$ cat config.mk
export PLATFORM = sky130hd
export DESIGN_NAME = io_write_arbiter
export DESIGN_NICKNAME = d
export VERILOG_FILES = /design/src/rtl/io_map_pkg.sv /design/src/rtl/io_post_fifo.sv /design/src/rtl/io_write_arbiter.sv
export SDC_FILE = /design/constraint.sdc
export NUM_CORES = 1
export LEC_CHECK = 0
export ABC_AREA = 1
export CAP_MARGIN = 20
export CORE_MARGIN = 3
export CORE_UTILIZATION = 42
export DETAILED_ROUTE_END_ITERATION = 8
export GPL_TIMING_DRIVEN = 0
export PLACE_DENSITY = 0.76
export RECOVER_POWER = 100
export SLEW_MARGIN = 0
export SYNTH_ARGS = -nofsm -noshare
export SYNTH_HDL_FRONTEND = slang
export SYNTH_SLANG_ARGS = --single-unit
$ cat constraint.sdc
create_clock -name io_clk -period 4.7 [get_ports io_clk]
set_input_delay 0.94 -clock io_clk [delete_from_list [all_inputs] [get_ports io_clk]]
set_output_delay 0.94 -clock io_clk [all_outputs]
set_load 0.02 [all_outputs]
$ cat src/rtl/io_map_pkg.sv
// -----------------------------------------------------------------------------
// io_map_pkg
// Shared definitions for the IO output register bank write path.
//   DATA_W          : width of CPU / master address and data buses
//   IO_OUTn_ADDR    : byte addresses of the three output registers
//   io_wr_t         : one posted write {addr, data}
//   gnt_src_e       : which source owns the write port in a given cycle
//   io_addr_ok()    : 1 when an address decodes to one of the output registers
// -----------------------------------------------------------------------------
package io_map_pkg;

  localparam int DATA_W = 32;

  localparam logic [DATA_W-1:0] IO_OUT0_ADDR = 32'h0000_0080;
  localparam logic [DATA_W-1:0] IO_OUT1_ADDR = 32'h0000_0084;
  localparam logic [DATA_W-1:0] IO_OUT2_ADDR = 32'h0000_0088;

  typedef struct packed {
    logic [DATA_W-1:0] addr;
    logic [DATA_W-1:0] data;
  } io_wr_t;

  typedef enum logic [1:0] {
    GNT_NONE = 2'd0,
    GNT_CPU  = 2'd1,
    GNT_MST  = 2'd2
  } gnt_src_e;

  // Only the word index addr[7:2] is decoded; the bank ignores the upper bits
  // and the byte offset.
  function automatic logic io_addr_ok(input logic [DATA_W-1:0] addr);
    return (addr[7:2] == IO_OUT0_ADDR[7:2]) ||
           (addr[7:2] == IO_OUT1_ADDR[7:2]) ||
           (addr[7:2] == IO_OUT2_ADDR[7:2]);
  endfunction

endpackage

$ cat src/rtl/io_post_fifo.sv
// -----------------------------------------------------------------------------
// io_post_fifo
// Small synchronous FIFO holding posted CPU writes. A push while full is only
// accepted when a pop happens in the same cycle (the slot frees at that edge).
// Ports:
//   io_clk     clock
//   clr        synchronous active-high reset; empties the FIFO
//   push       write push_data at the tail
//   push_data  entry to store
//   pop        remove the head entry
//   full       DEPTH entries stored
//   empty      no entries stored
//   head       oldest entry (valid only when !empty)
// -----------------------------------------------------------------------------
module io_post_fifo #(
  parameter int DEPTH = 2,
  parameter int W     = 64
) (
  input  logic         io_clk,
  input  logic         clr,
  input  logic         push,
  input  logic [W-1:0] push_data,
  input  logic         pop,
  output logic         full,
  output logic         empty,
  output logic [W-1:0] head
);

  localparam int PTR_W = (DEPTH > 1) ? $clog2(DEPTH) : 1;
  localparam int CNT_W = $clog2(DEPTH + 1);

  logic [W-1:0]     mem_q [DEPTH];
  logic [PTR_W-1:0] wr_ptr_q, wr_ptr_d;
  logic [PTR_W-1:0] rd_ptr_q, rd_ptr_d;
  logic [CNT_W-1:0] count_q, count_d;
  logic             do_push;
  logic             do_pop;

  function automatic logic [PTR_W-1:0] ptr_inc(input logic [PTR_W-1:0] p);
    return (p == PTR_W'(DEPTH - 1)) ? '0 : p + 1'b1;
  endfunction

  assign full  = (count_q == CNT_W'(DEPTH));
  assign empty = (count_q == '0);
  assign head  = mem_q[rd_ptr_q];

  // NOTE: every signal written in an always_comb gets a default at the top of
  // the block so that no path leaves it unassigned and infers a latch.
  always_comb begin
    do_push  = push && (!full || pop);
    do_pop   = pop && !empty;
    wr_ptr_d = wr_ptr_q;
    rd_ptr_d = rd_ptr_q;
    count_d  = count_q;
    if (do_push) wr_ptr_d = ptr_inc(wr_ptr_q);
    if (do_pop)  rd_ptr_d = ptr_inc(rd_ptr_q);
    unique case ({do_push, do_pop})
      2'b10:   count_d = count_q + 1'b1;
      2'b01:   count_d = count_q - 1'b1;
      default: count_d = count_q;
    endcase
  end

  // NOTE: sequential state is updated with non-blocking assignments only, so
  // every flop samples the values from before the edge.
  always_ff @(posedge io_clk) begin
    if (clr) begin
      wr_ptr_q <= '0;
      rd_ptr_q <= '0;
      count_q  <= '0;
    end else begin
      wr_ptr_q <= wr_ptr_d;
      rd_ptr_q <= rd_ptr_d;
      count_q  <= count_d;
    end
  end

  // NOTE: the storage array has no reset; the pointers and count define which
  // entries are live, so clearing the data would only cost reset routing.
  always_ff @(posedge io_clk) begin
    if (do_push && !clr) mem_q[wr_ptr_q] <= push_data;
  end

endmodule

$ cat src/rtl/io_write_arbiter.sv
// -----------------------------------------------------------------------------
// io_write_arbiter
// Shares the write port of the IO output register bank (80h/84h/88h) between
// the CPU store path and NM valid/ready masters. CPU stores are posted into a
// FIFO because the CPU never stalls. One request is granted per cycle and
// registered onto wr_en/wr_addr/wr_data at the next edge.
// Ports:
//   io_clk    clock
//   clr       synchronous active-high reset
//   cpu_we    CPU store pulse (never stalled)
//   cpu_addr  CPU store address
//   cpu_data  CPU store data
//   m_valid   per-master request
//   m_addr    per-master address, slice [32i+31:32i]
//   m_data    per-master data, slice [32i+31:32i]
//   m_ready   per-master accept this cycle (combinational)
//   wr_en     registered write strobe to the register bank
//   wr_addr   registered write address
//   wr_data   registered write data
//   bad_addr  registered pulse: the consumed request decoded to no register
//   cpu_ovf   sticky: a CPU store was dropped because the FIFO was full
//   busy      FIFO non-empty or any master requesting
// -----------------------------------------------------------------------------
module io_write_arbiter
  import io_map_pkg::*;
#(
  parameter int NM             = 2,
  parameter int CPU_FIFO_DEPTH = 2,
  parameter int MAX_CPU_BURST  = 2
) (
  input  logic                 io_clk,
  input  logic                 clr,
  input  logic                 cpu_we,
  input  logic [DATA_W-1:0]    cpu_addr,
  input  logic [DATA_W-1:0]    cpu_data,
  input  logic [NM-1:0]        m_valid,
  input  logic [NM*DATA_W-1:0] m_addr,
  input  logic [NM*DATA_W-1:0] m_data,
  output logic [NM-1:0]        m_ready,
  output logic                 wr_en,
  output logic [DATA_W-1:0]    wr_addr,
  output logic [DATA_W-1:0]    wr_data,
  output logic                 bad_addr,
  output logic                 cpu_ovf,
  output logic                 busy
);

  localparam int RR_W = (NM > 1) ? $clog2(NM) : 1;
  localparam int BC_W = (MAX_CPU_BURST > 0) ? $clog2(MAX_CPU_BURST + 1) : 1;

  // ---------------------------------------------------------------------------
  // Posted CPU write FIFO
  // ---------------------------------------------------------------------------
  io_wr_t   fifo_head;
  io_wr_t   fifo_in;
  logic     fifo_full;
  logic     fifo_empty;
  logic     fifo_push;
  logic     fifo_pop;
  logic     any_valid;
  gnt_src_e gnt_src;

  assign fifo_in   = '{addr: cpu_addr, data: cpu_data};
  assign any_valid = |m_valid;
  assign fifo_pop  = (gnt_src == GNT_CPU);
  // A store into a full FIFO still fits if the head leaves in the same cycle.
  assign fifo_push = cpu_we && !clr && (!fifo_full || fifo_pop);
  assign busy      = !fifo_empty || any_valid;

  io_post_fifo #(
    .DEPTH (CPU_FIFO_DEPTH),
    .W     (2 * DATA_W)
  ) u_fifo (
    .io_clk    (io_clk),
    .clr       (clr),
    .push      (fifo_push),
    .push_data (fifo_in),
    .pop       (fifo_pop),
    .full      (fifo_full),
    .empty     (fifo_empty),
    .head      (fifo_head)
  );

  // ---------------------------------------------------------------------------
  // Arbitration: CPU first unless it has used its burst allowance while a
  // master waits; otherwise round-robin among masters starting at rr_ptr.
  // ---------------------------------------------------------------------------
  logic [RR_W-1:0]   rr_ptr_q, rr_ptr_d;
  logic [BC_W-1:0]   burst_cnt_q, burst_cnt_d;
  logic [DATA_W-1:0] gnt_addr;
  logic [DATA_W-1:0] gnt_data;
  int                mst_idx;
  logic              found;

  always_comb begin
    gnt_src  = GNT_NONE;
    m_ready  = '0;
    rr_ptr_d = rr_ptr_q;
    gnt_addr = '0;
    gnt_data = '0;
    mst_idx  = 0;
    found    = 1'b0;
    if (!clr) begin
      if (!fifo_empty &&
          (!any_valid || burst_cnt_q < BC_W'(MAX_CPU_BURST))) begin
        gnt_src  = GNT_CPU;
        gnt_addr = fifo_head.addr;
        gnt_data = fifo_head.data;
      end else if (any_valid) begin
        for (int k = 0; k < NM; k++) begin
          if (!found && m_valid[(int'(rr_ptr_q) + k) % NM]) begin
            found   = 1'b1;
            mst_idx = (int'(rr_ptr_q) + k) % NM;
          end
        end
        gnt_src          = GNT_MST;
        m_ready[mst_idx] = 1'b1;
        gnt_addr         = m_addr[mst_idx*DATA_W +: DATA_W];
        gnt_data         = m_data[mst_idx*DATA_W +: DATA_W];
        rr_ptr_d         = (mst_idx == NM - 1) ? '0 : RR_W'(mst_idx + 1);
      end
    end
  end

  // Counts CPU grants taken while a master is kept waiting; any master grant
  // or an idle master side restarts the allowance.
  always_comb begin
    burst_cnt_d = '0;
    if (gnt_src == GNT_CPU && any_valid) begin
      burst_cnt_d = (burst_cnt_q == BC_W'(MAX_CPU_BURST)) ? burst_cnt_q
                                                          : burst_cnt_q + 1'b1;
    end
  end

  // ---------------------------------------------------------------------------
  // Output registers
  // ---------------------------------------------------------------------------
  logic              wr_en_q, wr_en_d;
  logic [DATA_W-1:0] wr_addr_q, wr_addr_d;
  logic [DATA_W-1:0] wr_data_q, wr_data_d;
  logic              bad_addr_q, bad_addr_d;
  logic              cpu_ovf_q, cpu_ovf_d;
  logic              gnt_any;
  logic              gnt_ok;

  always_comb begin
    gnt_any    = (gnt_src != GNT_NONE);
    gnt_ok     = io_addr_ok(gnt_addr);
    wr_en_d    = gnt_any && gnt_ok;
    bad_addr_d = gnt_any && !gnt_ok;
    wr_addr_d  = gnt_any ? gnt_addr : wr_addr_q;
    wr_data_d  = gnt_any ? gnt_data : wr_data_q;
    cpu_ovf_d  = cpu_ovf_q || (cpu_we && fifo_full && !fifo_pop);
  end

  always_ff @(posedge io_clk) begin
    if (clr) begin
      wr_en_q     <= 1'b0;
      wr_addr_q   <= '0;
      wr_data_q   <= '0;
      bad_addr_q  <= 1'b0;
      cpu_ovf_q   <= 1'b0;
      rr_ptr_q    <= '0;
      burst_cnt_q <= '0;
    end else begin
      wr_en_q     <= wr_en_d;
      wr_addr_q   <= wr_addr_d;
      wr_data_q   <= wr_data_d;
      bad_addr_q  <= bad_addr_d;
      cpu_ovf_q   <= cpu_ovf_d;
      rr_ptr_q    <= rr_ptr_d;
      burst_cnt_q <= burst_cnt_d;
    end
  end

  assign wr_en    = wr_en_q;
  assign wr_addr  = wr_addr_q;
  assign wr_data  = wr_data_q;
  assign bad_addr = bad_addr_q;
  assign cpu_ovf  = cpu_ovf_q;

endmodule
; ---- Yosys cells after proc, flatten, opt, wreduce, memory -nomap -nowiden
; Memories as Yosys holds them, arrays and structs flattened. A register that Yosys moved wholly into a read port is not among the register bits.
; Index checks and enable logic that the tools add are counted.
; Widths: inputs -> output; s select.
[word_totals]
ff_bits = 74
latchBits = 0
ramBits = 128
mem_bits_ro = 0
input_bits = 197
output_inout_bits = 70
elab_cells = 104
n_memories = 1
[mem_list]
columns = name, depth, word_bits, rd, rd_ports_with_merged_regs, write_ports, line_no
row1 = u_fifo.mem_q, 2, 64, 1, 1, 1, io_post_fifo.sv:32  ; logic [W-1:0] mem_q [DEPTH];
[op_classes]
addsub = 7
n_mul = 0
div = 0
n_lt_le_gt_ge = 5
n_eq_ne = 9
shifts = 2
muxes = 35
n_bitwise = 3
n_reduce_logical = 32
[op_table]
columns = operator, n
row1 = $mux 32, 9
row2 = $shiftx 64x32->32, 2
row3 = $eq 32x2->1 const B, 1
row4 = $ge 32x1->1 const B, 1
row5 = $lt 32x3->1 const B, 1
row6 = $eq 6x6->1 const B, 3
row7 = $mux 1, 18
row8 = $logic_and 1x1->1, 13
row9 = $mux 2, 6
row10 = $logic_not 1->1, 7
row11 = $eq 2x2->1 const B, 3
row12 = $logic_or 1x1->1, 6
row13 = $add 1x1->1 const B, 4
row14 = $add 2x1->2 const B, 2
row15 = $eq 2x1->1 const B, 2
row16 = $pmux 2 s2, 1
row17 = $reduce_bool 2->1, 2
row18 = $reduce_or 2->1, 2
row19 = $lt 2x3->1 const B, 1
row20 = $logic_not 2->1, 1
row21 = $lt 1x2->1 const B, 1
row22 = $lt 2x2->1 const B, 1
row23 = $not 1->1, 2
row24 = $reduce_and 2->1, 1
row25 = 3 further kinds, 3

; ---- Longest topological paths before layout
; Gate-level depths: netlist (run 1).
[logic_depth]
ltp_word = 21
ltp_mapped = 13
depth_no_buf = 13

; ---- Hierarchy
; Synthesis (run 1) repeated with hierarchy kept, for this count alone.
[hier_totals]
hier_cells = 856
hier_area_um2 = 9003.6
[modules_own_cells]
columns = mod, instances, cells_each, area_each_um2, seq_area_each_um2
row1 = io_post_fifo, 1, 239, 5170.0, 3943.8
row2 = io_write_arbiter, 1, 617, 3833.7, 1401.3

; ---- Worst setup path after synthesis (run 1)
; No wires, ideal clock.
[synth_timing]
path_type = input to register
start = input m_valid[0]
end = memory u_fifo.mem_q[1][0], enable pin
setup_time_ns = 0.488
arrival_ns = 4.243
required_ns = 4.212
slack_ns = -0.031
stages = 9
n_path_buf = 0
cell_sequence = inv_1 nand2_4 nand2_2 nand2_4 inv_4 nand2_4 nand3_2 nand3_2 nor2_1
[synth_via]
elab_chain_cells = 13
elab_cells_between_ends = 14
classes_between = 1 x eq/ne / 5 x mux / 8 x reduce/logical
[synth_rtl]
columns = element, line_no
row1 = start: declaration, io_write_arbiter.sv:36  ; input logic [NM-1:0] m_valid,
row2 = $reduce_or 2->1 *, io_write_arbiter.sv:64  ; assign any_valid = |m_valid;
row3 = $logic_not 1->1, io_write_arbiter.sv:105  ; (!any_valid || burst_cnt_q < BC_W'(MAX_CPU_BURST))) begin
row4 = $logic_or 1x1->1, io_write_arbiter.sv:105
row5 = $logic_and 1x1->1, io_write_arbiter.sv:104  ; if (!fifo_empty &&
row6 = $mux 2 *, io_write_arbiter.sv:104
row7 = $mux 2 *, io_write_arbiter.sv:103  ; if (!clr) begin
row8 = $eq 2x1->1 *, io_write_arbiter.sv:65  ; assign fifo_pop = (gnt_src == GNT_CPU);
row9 = $logic_or 1x1->1 *, "io_post_fifo.sv:50, io_write_arbiter.sv:67"
row10 = $logic_and 1x1->1, io_write_arbiter.sv:67  ; assign fifo_push = cpu_we && !clr && (!fifo_full || fifo_pop);
row11 = $logic_and 1x1->1 *, io_post_fifo.sv:50  ; do_push = push && (!full || pop);
row12 = $logic_and 1x1->1 *, io_post_fifo.sv:81  ; if (do_push && !clr) mem_q[wr_ptr_q] <= push_data;
row13 = $mux 1 *, io_post_fifo.sv:81
row14 = $mux 1 (not written as such) *, io_post_fifo.sv:81
row15 = end: declaration, io_post_fifo.sv:32
; Mark *: on every way between the ends. The rest lies on a longest branch, timed or not.

; ---- Final worst setup path (run 1)
[layout_timing]
start = input m_valid[1]
end = output m_ready[0]
[layout_via]
elab_chain_cells = 19
elab_cells_between_ends = 28
classes_between = 2 x order compare / 19 x mux / 7 x reduce/logical
[layout_rtl]
columns = element, line_no
row1 = $mux 1 (not written as such) (2 in series), io_write_arbiter.sv:111  ; if (!found && m_valid[(int'(rr_ptr_q) + k) % NM]) begin
row2 = $mux 1, io_write_arbiter.sv:111
row3 = $mux 1, io_write_arbiter.sv:109  ; end else if (any_valid) begin
row4 = $mux 1, io_write_arbiter.sv:104
row5 = $mux 1, io_write_arbiter.sv:103
row6 = $logic_not 1->1, io_write_arbiter.sv:111
row7 = $logic_and 1x1->1, io_write_arbiter.sv:111
row8 = $mux 32, io_write_arbiter.sv:111
row9 = [2 not listed], n/a
row10 = $mux 32, io_write_arbiter.sv:103
row11 = $ge 32x1->1 (not written as such) / $lt 32x3->1 (equally long branches), io_write_arbiter.sv:117  ; m_ready[mst_idx] = 1'b1;
row12 = $logic_and 1x1->1 (not written as such), io_write_arbiter.sv:117
row13 = $mux 1 (not written as such), io_write_arbiter.sv:117
row14 = $demux 1 s1, io_write_arbiter.sv:117
row15 = $mux 2, io_write_arbiter.sv:109
row16 = $mux 2 *, io_write_arbiter.sv:104
row17 = $mux 2 *, io_write_arbiter.sv:103
row18 = end: declaration, io_write_arbiter.sv:39  ; output logic [NM-1:0] m_ready,
; Mark *: on every way between the ends. The rest lies on a longest branch, timed or not. The select of a mux whose other input is x is not followed.

==> flow_metrics.tcl, run 1 <==
set metrics [dict create \
    clock.fmax_ghz 0.242 \
    grt_first_pass_wirelength_mm 38.6 \
    crit_arrival_ns 3.19 \
    cts_tree "done" \
    die_w_um 150 \
    synth_nets 1168 \
    end_kind "output pin" \
    yosysSeqAreaShare_pct 61.6 \
    std_cell_rows 51 \
    r2r-end "u_fifo.mem_q[1][29]$_DFFE_PP_" \
    grt_pass1_vias 7331 \
    final_max_slew_viol_count 15 \
    pin_count 267 \
    layout.nets 1461 \
    r2r_cells 9 \
    p_per_area_nw_per_um2 418 \
    yosys_warnings 0 \
    cts.hold.buffers_added 0 \
    post_dp_cell_area_sq_um 11800 \
    grt_start_max_net_pins 32 \
    drive_gt1_share_pct 6.49 \
    synth.avg_cell_area_sq_um 8.96 \
    crit_type "in -> out" \
    rsz0062_at_grt "no" \
    tightest_slew_ns 1.64 \
    synth_mux_area_share_pct 0.231 \
    grt_util_met2_pct 38.4 \
    cap_violations 1 \
    ys_seq_elements 203 \
    power_mw 5.17 \
    hold_violations 0 \
    met1_usage_pct 28.0 \
    clockBufferDepth 3 \
    clock_sinks 203 \
    areaGrowthSynthToFinish_pct 42.4 \
    cp_max_fo 10 \
    period_minus_slack_ns 4.13 \
    clkLatencyLatePin_ns 0.49 \
    outcome "finished, violations left" \
    drt_iter0_drc 411 \
    r2r_slack_ns 1.47 \
    grt_overflow_total 0 \
    reg2reg_from "u_fifo.count_q[0]$_SDFFE_PP0P_" \
    cts_buffers 22 \
    period_share_pct 87.9 \
    port_buffers 265 \
    syn_inst 969 \
    ant_nets 0 \
    cts_resized 0 \
    synth_compound_area_share_pct 7.18 \
    grt-busiest-layer "met2" \
    violations "max-capacitance violations, max-slew violations" \
    peakVddDrop_mv 0.292 \
    cp-start-kind "input pin" \
    synth_area_sq_um 8680 \
    ys_types 29 \
    synth_top_family_by_area "simple AND/OR/NAND/NOR gates" \
    crit_start "m_valid[1]" \
    finalWirelength_mm 25.4 \
    dieArea_sq_um 22400 \
    post_drt_wl_per_cell_um 16.5 \
    slew_headroom_pct -9.70 \
    hp-class "reg -> reg" \
    place_congestion 0.838 \
    htreeDepth 1 \
    die_h_um 150 \
    postCtsSetupRepairBufs 0 \
    skew_ns 0.0168 \
    path_clk_slew_ns 0.06 \
    finish.instance_area_sq_um 12400 \
    synth_fa_ha_area_share_pct 0.288 \
    cp-endpoint "m_ready[0]" \
    clock-root-buffer "clkbuf_16" \
    floorplan.initialDensity_pct 43.6 \
    use_met3_pct 4.33 \
    vias 7538 \
    first_pass_iters 7 \
    antenna_found_initial 6 \
    worstPathRequired_ns 3.76 \
    gr-usage-all-layers_pct 22.0 \
    drc 0 \
    yosys.area_share.simple_pct 25.9 \
    p_leak_nw 5.23 \
    setup_viol 0 \
    dp_hpwl_mm 19.0 \
    synthXorXnorAreaFrac_pct 0.101 \
    core_sq_um 19900 \
    avgViaCountPerCell 4.88 \
]
-- where the power goes --
| group | total, mW | switching [mW] | internal, mW |
|---|---|---|---|
| Sequential | 2.14 | 0.0698 | 2.07 |
| Clock | 1.67 | 0.674 | 0.999 |
| Combinational | 1.36 | 0.827 | 0.535 |
| Total | 5.17 | 1.57 | 3.60 |
-- per-stage QoR --
| stage | std cells | hold slack (ns) | setup TNS [ns] | utilization (%) | setup WS [ns] |
|---|---|---|---|---|---|
| after floorplan | 969 | 0.461 | -0.692 | - | -0.0108 |
| final | 1546 | 0.472 | 0 | 62.1 | 0.571 |
| after global placement | 1499 | 0.447 | -198.85 | 58.6 | -2.41 |
| after detailed placement | 1503 | 0.464 | 0 | 59.1 | 0.754 |
| after CTS | 1543 | 0.474 | 0 | 62.6 | 0.750 |
| after global routing | 1546 | 0.483 | 0 | 62.1 | 0.352 |
-- sequential cells by signal, indices dropped and copies added (netlist names), named ones only --
| signal | cells |
|---|---|
| burst_cnt_q | 2 |
| wr_en | 1 |
| rr_ptr_q | 1 |
| u_fifo.mem_q | 128 |
| bad_addr | 1 |
| wr_addr | 32 |
| u_fifo.count_q | 2 |
| cpu_ovf | 1 |
| wr_data | 32 |
| u_fifo.wr_ptr_q | 1 |
| u_fifo.rd_ptr_q | 1 |
-- kinds of logic (layout without fill, tap and decap cells) --
logic type,after synthesis,count (layout)
other,0,3
adders and majority gates,2,2
DFF,203,203
xor gates and xnor gates,1,1
buffers and inverters,74,383
muxes,2,2
and+or+nand+nor,580,580
AOI/OAI and AO/OA,107,107
-- per-layer routing --
metal	part of all wire, %	wire length, um	vias up
met3	6.5	1650	50
li1	-	-	3781
met1	41	10300	3454
met5	0.13	34	-
met2	50	12800	247
met4	2.3	590	6
-- final cells by class --
| cell class | instances | area (sq um) |
|---|---|---|
| fill | 1713 | 7540 |
| tap | 265 | 332 |
| sequential | 203 | 5350 |
| antenna | 3 | 7.51 |
| multi-input combinational | 692 | 2880 |
| inverter | 19 | 73.8 |
| clock inverter | 9 | 73.8 |
| timing repair buffer | 269 | 2730 |
| clock buffer | 31 | 636 |
| buffer | 55 | 289 |
-- cell usage after synthesis --
cell type / count / area (sq um)
a21oi_1: 11 / 55.1
a31o_1: 1 / 8.76
a31oi_1: 58 / 363
buf_1: 2 / 7.51
buf_2: 25 / 125
buf_4: 10 / 75.1
buf_6: 8 / 90.1
clkbuf_1: 10 / 37.5
clkinv_2: 1 / 5.00
dfxtp_1: 75 / 1500
edfxtp_1: 128 / 3840
ha_1: 2 / 25.0
inv_1: 9 / 33.8
inv_2: 8 / 30.0
inv_4: 1 / 6.26
mux2i_1: 2 / 20.0
nand2_1: 547 / 2050
nand2_2: 2 / 12.5
nand2_4: 3 / 33.8
nand3_1: 8 / 40.0
nand3_2: 2 / 20.0
nor2_1: 11 / 41.3
nor2_2: 2 / 12.5
nor2_4: 2 / 22.5
nor3_1: 3 / 15.0
o21ai_0: 29 / 145
o21ai_1: 7 / 35.0
o21ai_4: 1 / 16.3
xor2_1: 1 / 8.76
-- cells in the final DEF, fill, tap and decap left out, types with 3 or more instances in the layout --
cell / instances
a21oi_1: 11
a31oi_1: 58
buf_12: 4
buf_2: 24
buf_4: 8
buf_6: 3
clkbuf_1: 23
clkbuf_16: 23
clkbuf_8: 3
clkdlybuf4s50_1: 130
clkinv_1: 3
clkinv_2: 5
dfxtp_1: 75
diode_2: 3
dlygate4sd3_1: 135
edfxtp_1: 128
inv_1: 11
inv_2: 5
nand2_1: 550
nand3_1: 10
nor2_1: 14
nor3_1: 3
o21ai_0: 29
o21ai_1: 7
-- critical path: stages --
cell           delay [ns]
dlygate4sd3_1        0.66
nand2_1              0.15
inv_1                0.18
buf_4                0.25
nor3_1               0.24
dlygate4sd3_1        0.75
-- worst min path at each step --
stage	startpoint	to	slack, ns	cells past startpoint
5_1_grt	wr_addr[29]$_SDFFE_PP0P_	wr_addr[29]$_SDFFE_PP0P_	0.48	2
2_1_floorplan	u_fifo.rd_ptr_q$_SDFFE_PP0P_	flop	0.46	1
3_5_place_dp	wr_data[22]$_SDFFE_PP0P_	wr_data[22]$_SDFFE_PP0P_	0.46	2
3_3_place_gp	cpu_ovf$_SDFF_PP0_	cpu_ovf$_SDFF_PP0_	0.45	2
4_1_cts	wr_data[22]$_SDFFE_PP0P_	wr_data[22]$_SDFFE_PP0P_	0.47	2
6_report	cpu_ovf$_SDFF_PP0_	cpu_ovf$_SDFF_PP0_	0.47	2
(Power assumes the default switching activity.)
==> run 2: changes to the inputs <==
--- a/config.mk
+++ b/config.mk
@@ -13,7 +13,6 @@
 export GPL_TIMING_DRIVEN = 0
 export PLACE_DENSITY = 0.76
 export RECOVER_POWER = 100
-export SLEW_MARGIN = 0
 export SYNTH_ARGS = -nofsm -noshare
 export SYNTH_HDL_FRONTEND = slang
 export SYNTH_SLANG_ARGS = --single-unit
==> results of run 2 <==
No change in the layout: final DEF, timing and power equal those of run 1.
==> run 3: changes to the inputs <==
--- a/config.mk
+++ b/config.mk
@@ -7,11 +7,13 @@
 export LEC_CHECK = 0
 export ABC_AREA = 1
 export CAP_MARGIN = 20
+export CELL_PAD_IN_SITES_DETAIL_PLACEMENT = 0
+export CELL_PAD_IN_SITES_GLOBAL_PLACEMENT = 1
 export CORE_MARGIN = 3
-export CORE_UTILIZATION = 42
+export CORE_UTILIZATION = 31
 export DETAILED_ROUTE_END_ITERATION = 8
 export GPL_TIMING_DRIVEN = 0
-export PLACE_DENSITY = 0.76
+export PLACE_DENSITY_LB_ADDON = 0.1
 export RECOVER_POWER = 100
 export SYNTH_ARGS = -nofsm -noshare
 export SYNTH_HDL_FRONTEND = slang
==> flow_metrics.tcl, run 3 (same netlist as run 1, synthesis figures left out) <==
set metrics [dict create \
    cp_max_fo 6 \
    cts.hold.buffers_added 0 \
    die_w_um 173 \
    grt_overflow_total 0 \
    hold_violations 0 \
    slew_headroom_pct 49.9 \
    place_congestion 0.754 \
    grt_pass1_vias 7197 \
    drive_gt1_share_pct 6.65 \
    clock-root-buffer "clkbuf_16" \
    cts_tree "done" \
    outcome "complete, no violations" \
    core_sq_um 27300 \
    grt_first_pass_wirelength_mm 42.1 \
    grt_start_max_net_pins 26 \
    tightest_slew_ns 0.750 \
    skew_ns 0.00621 \
    period_share_pct 87.9 \
    peakVddDrop_mv 0.267 \
    hp-class "reg -> reg" \
    clock.fmax_ghz 0.242 \
    finalWirelength_mm 27.6 \
    p_int_mw 3.50 \
    worstPathRequired_ns 3.76 \
    post_dp_cell_area_sq_um 11900 \
    antenna_found_initial 6 \
    period_minus_slack_ns 4.13 \
    cp-endpoint "m_ready[1]" \
    path_clk_slew_ns 0.05 \
    port_buffers 265 \
    cts_buffers 23 \
    mostFrequentLayoutCells "nand2_1 (550), dlygate4sd3_1 (134), clkdlybuf4s50_1 (131), edfxtp_1 (128), dfxtp_1 (75)" \
    avgViaCountPerCell 4.42 \
    placed_cells 1610 \
    dp_slack_ns 0.820 \
    dp_hpwl_mm 20.3 \
    vias 7296 \
    r2r_slack_ns 1.74 \
    clock_sinks 203 \
    r2r-end "u_fifo.mem_q[0][31]$_DFFE_PP_" \
    top_register "u_fifo.mem_q" \
    crit_arrival_ns 3.19 \
    instances_no_fill 1651 \
    htreeDepth 1 \
    pwr-share-clk_pct 30.9 \
    first_pass_iters 6 \
    utilization_pct 45.8 \
    dieArea_sq_um 30100 \
    layout_commonest_cell "nand2_1" \
    cp-start-kind "input pin" \
    seqPwrFrac_pct 41.9 \
    power.share.combinational_pct 27.2 \
    finish.instance_area_sq_um 12500 \
    gr-usage-all-layers_pct 17.9 \
    reg2reg_from "u_fifo.count_q[0]$_SDFFE_PP0P_" \
    rsz0062_at_grt "no" \
    drt_iter0_drc 278 \
    largest_reg_flops 128 \
    setup_viol 0 \
    die_h_um 173 \
    clkLatencyLatePin_ns 0.50 \
    p_leak_nw 5.21 \
    seq_area_sq_um 5350 \
    cap_violations 0 \
    ant_nets 0 \
    n_fill_cell 2707 \
    layout.nets 1462 \
    areaGrowthSynthToFinish_pct 43.7 \
    post_drt_wl_per_cell_um 16.7 \
    end_kind "output pin" \
    multi_input_area_sq_um 2900 \
    final_max_slew_viol_count 0 \
    cts_resized 0 \
    crit_type "in -> out" \
    postCtsSetupRepairBufs 0 \
    p_per_area_nw_per_um2 408 \
    r2r_cells 10 \
    finalSetupTns_ns 0 \
    floorplan.initialDensity_pct 31.9 \
    p_sw_mw 1.59 \
    holdWs_ns 0.460 \
    swShare_pct 31.2 \
    drc 0 \
    pin_count 267 \
    crit_start "m_valid[1]" \
    power_mw 5.09 \
    setup_ws_ns 0.570 \
    std_cell_rows 60 \
    clockBufferDepth 3 \
]
[run 3: final cells by class]
type	count	share of cell area, %
Clock inverter	12	0.451
Antenna cell	1	0.0201
Multi-Input combinational cell	692	23.2
Sequential cell	203	42.8
Timing Repair Buffer	269	22.0
Buffer	55	2.35
Clock buffer	28	4.76
Inverter	19	0.592
Tap cell	372	3.73
[run 3: worst min-delay path by stage]
stage / from / to / slack, ns / depth (start not counted)
after floorplan: u_fifo.rd_ptr_q$_SDFFE_PP0P_ / flop / 0.46 / 1
after global placement: cpu_ovf$_SDFF_PP0_ / cpu_ovf$_SDFF_PP0_ / 0.44 / 2
after detailed placement: cpu_ovf$_SDFF_PP0_ / cpu_ovf$_SDFF_PP0_ / 0.45 / 2
after CTS: cpu_ovf$_SDFF_PP0_ / cpu_ovf$_SDFF_PP0_ / 0.47 / 2
after global routing: wr_addr[16]$_SDFFE_PP0P_ / wr_addr[16]$_SDFFE_PP0P_ / 0.49 / 2
final: cpu_ovf$_SDFF_PP0_ / cpu_ovf$_SDFF_PP0_ / 0.46 / 2
[run 3: worst max-delay path, cell delays in order]
cell	delay, ns
dlygate4sd3_1	0.66
clkinv_1	0.11
nand2_1	0.24
nand2_2	0.07
nand2_1	0.19
nand2_1	0.17
nor2_1	0.13
dlygate4sd3_1	0.68
[run 3: routing by layer]
layer / part of all wire [%] / vias up / GRT usage, %
li1: - / 3773 / -
met1: 44 / 3291 / 23.4
met2: 48 / 176 / 30.2
met3: 5.2 / 46 / 3.77
met4: 2.5 / 10 / 5.03
met5: 0.24 / - / 0
[run 3: power groups by stage]
stage / logic, mW / clock network [mW] / registers (mW)
floorplan: 0.680 / 0 / 2.30
global placement: 1.48 / 0 / 2.18
detailed placement: 1.50 / 0 / 2.17
CTS: 1.50 / 1.63 / 2.14
global route: 1.55 / 1.70 / 2.15
finish: 1.38 / 1.57 / 2.13
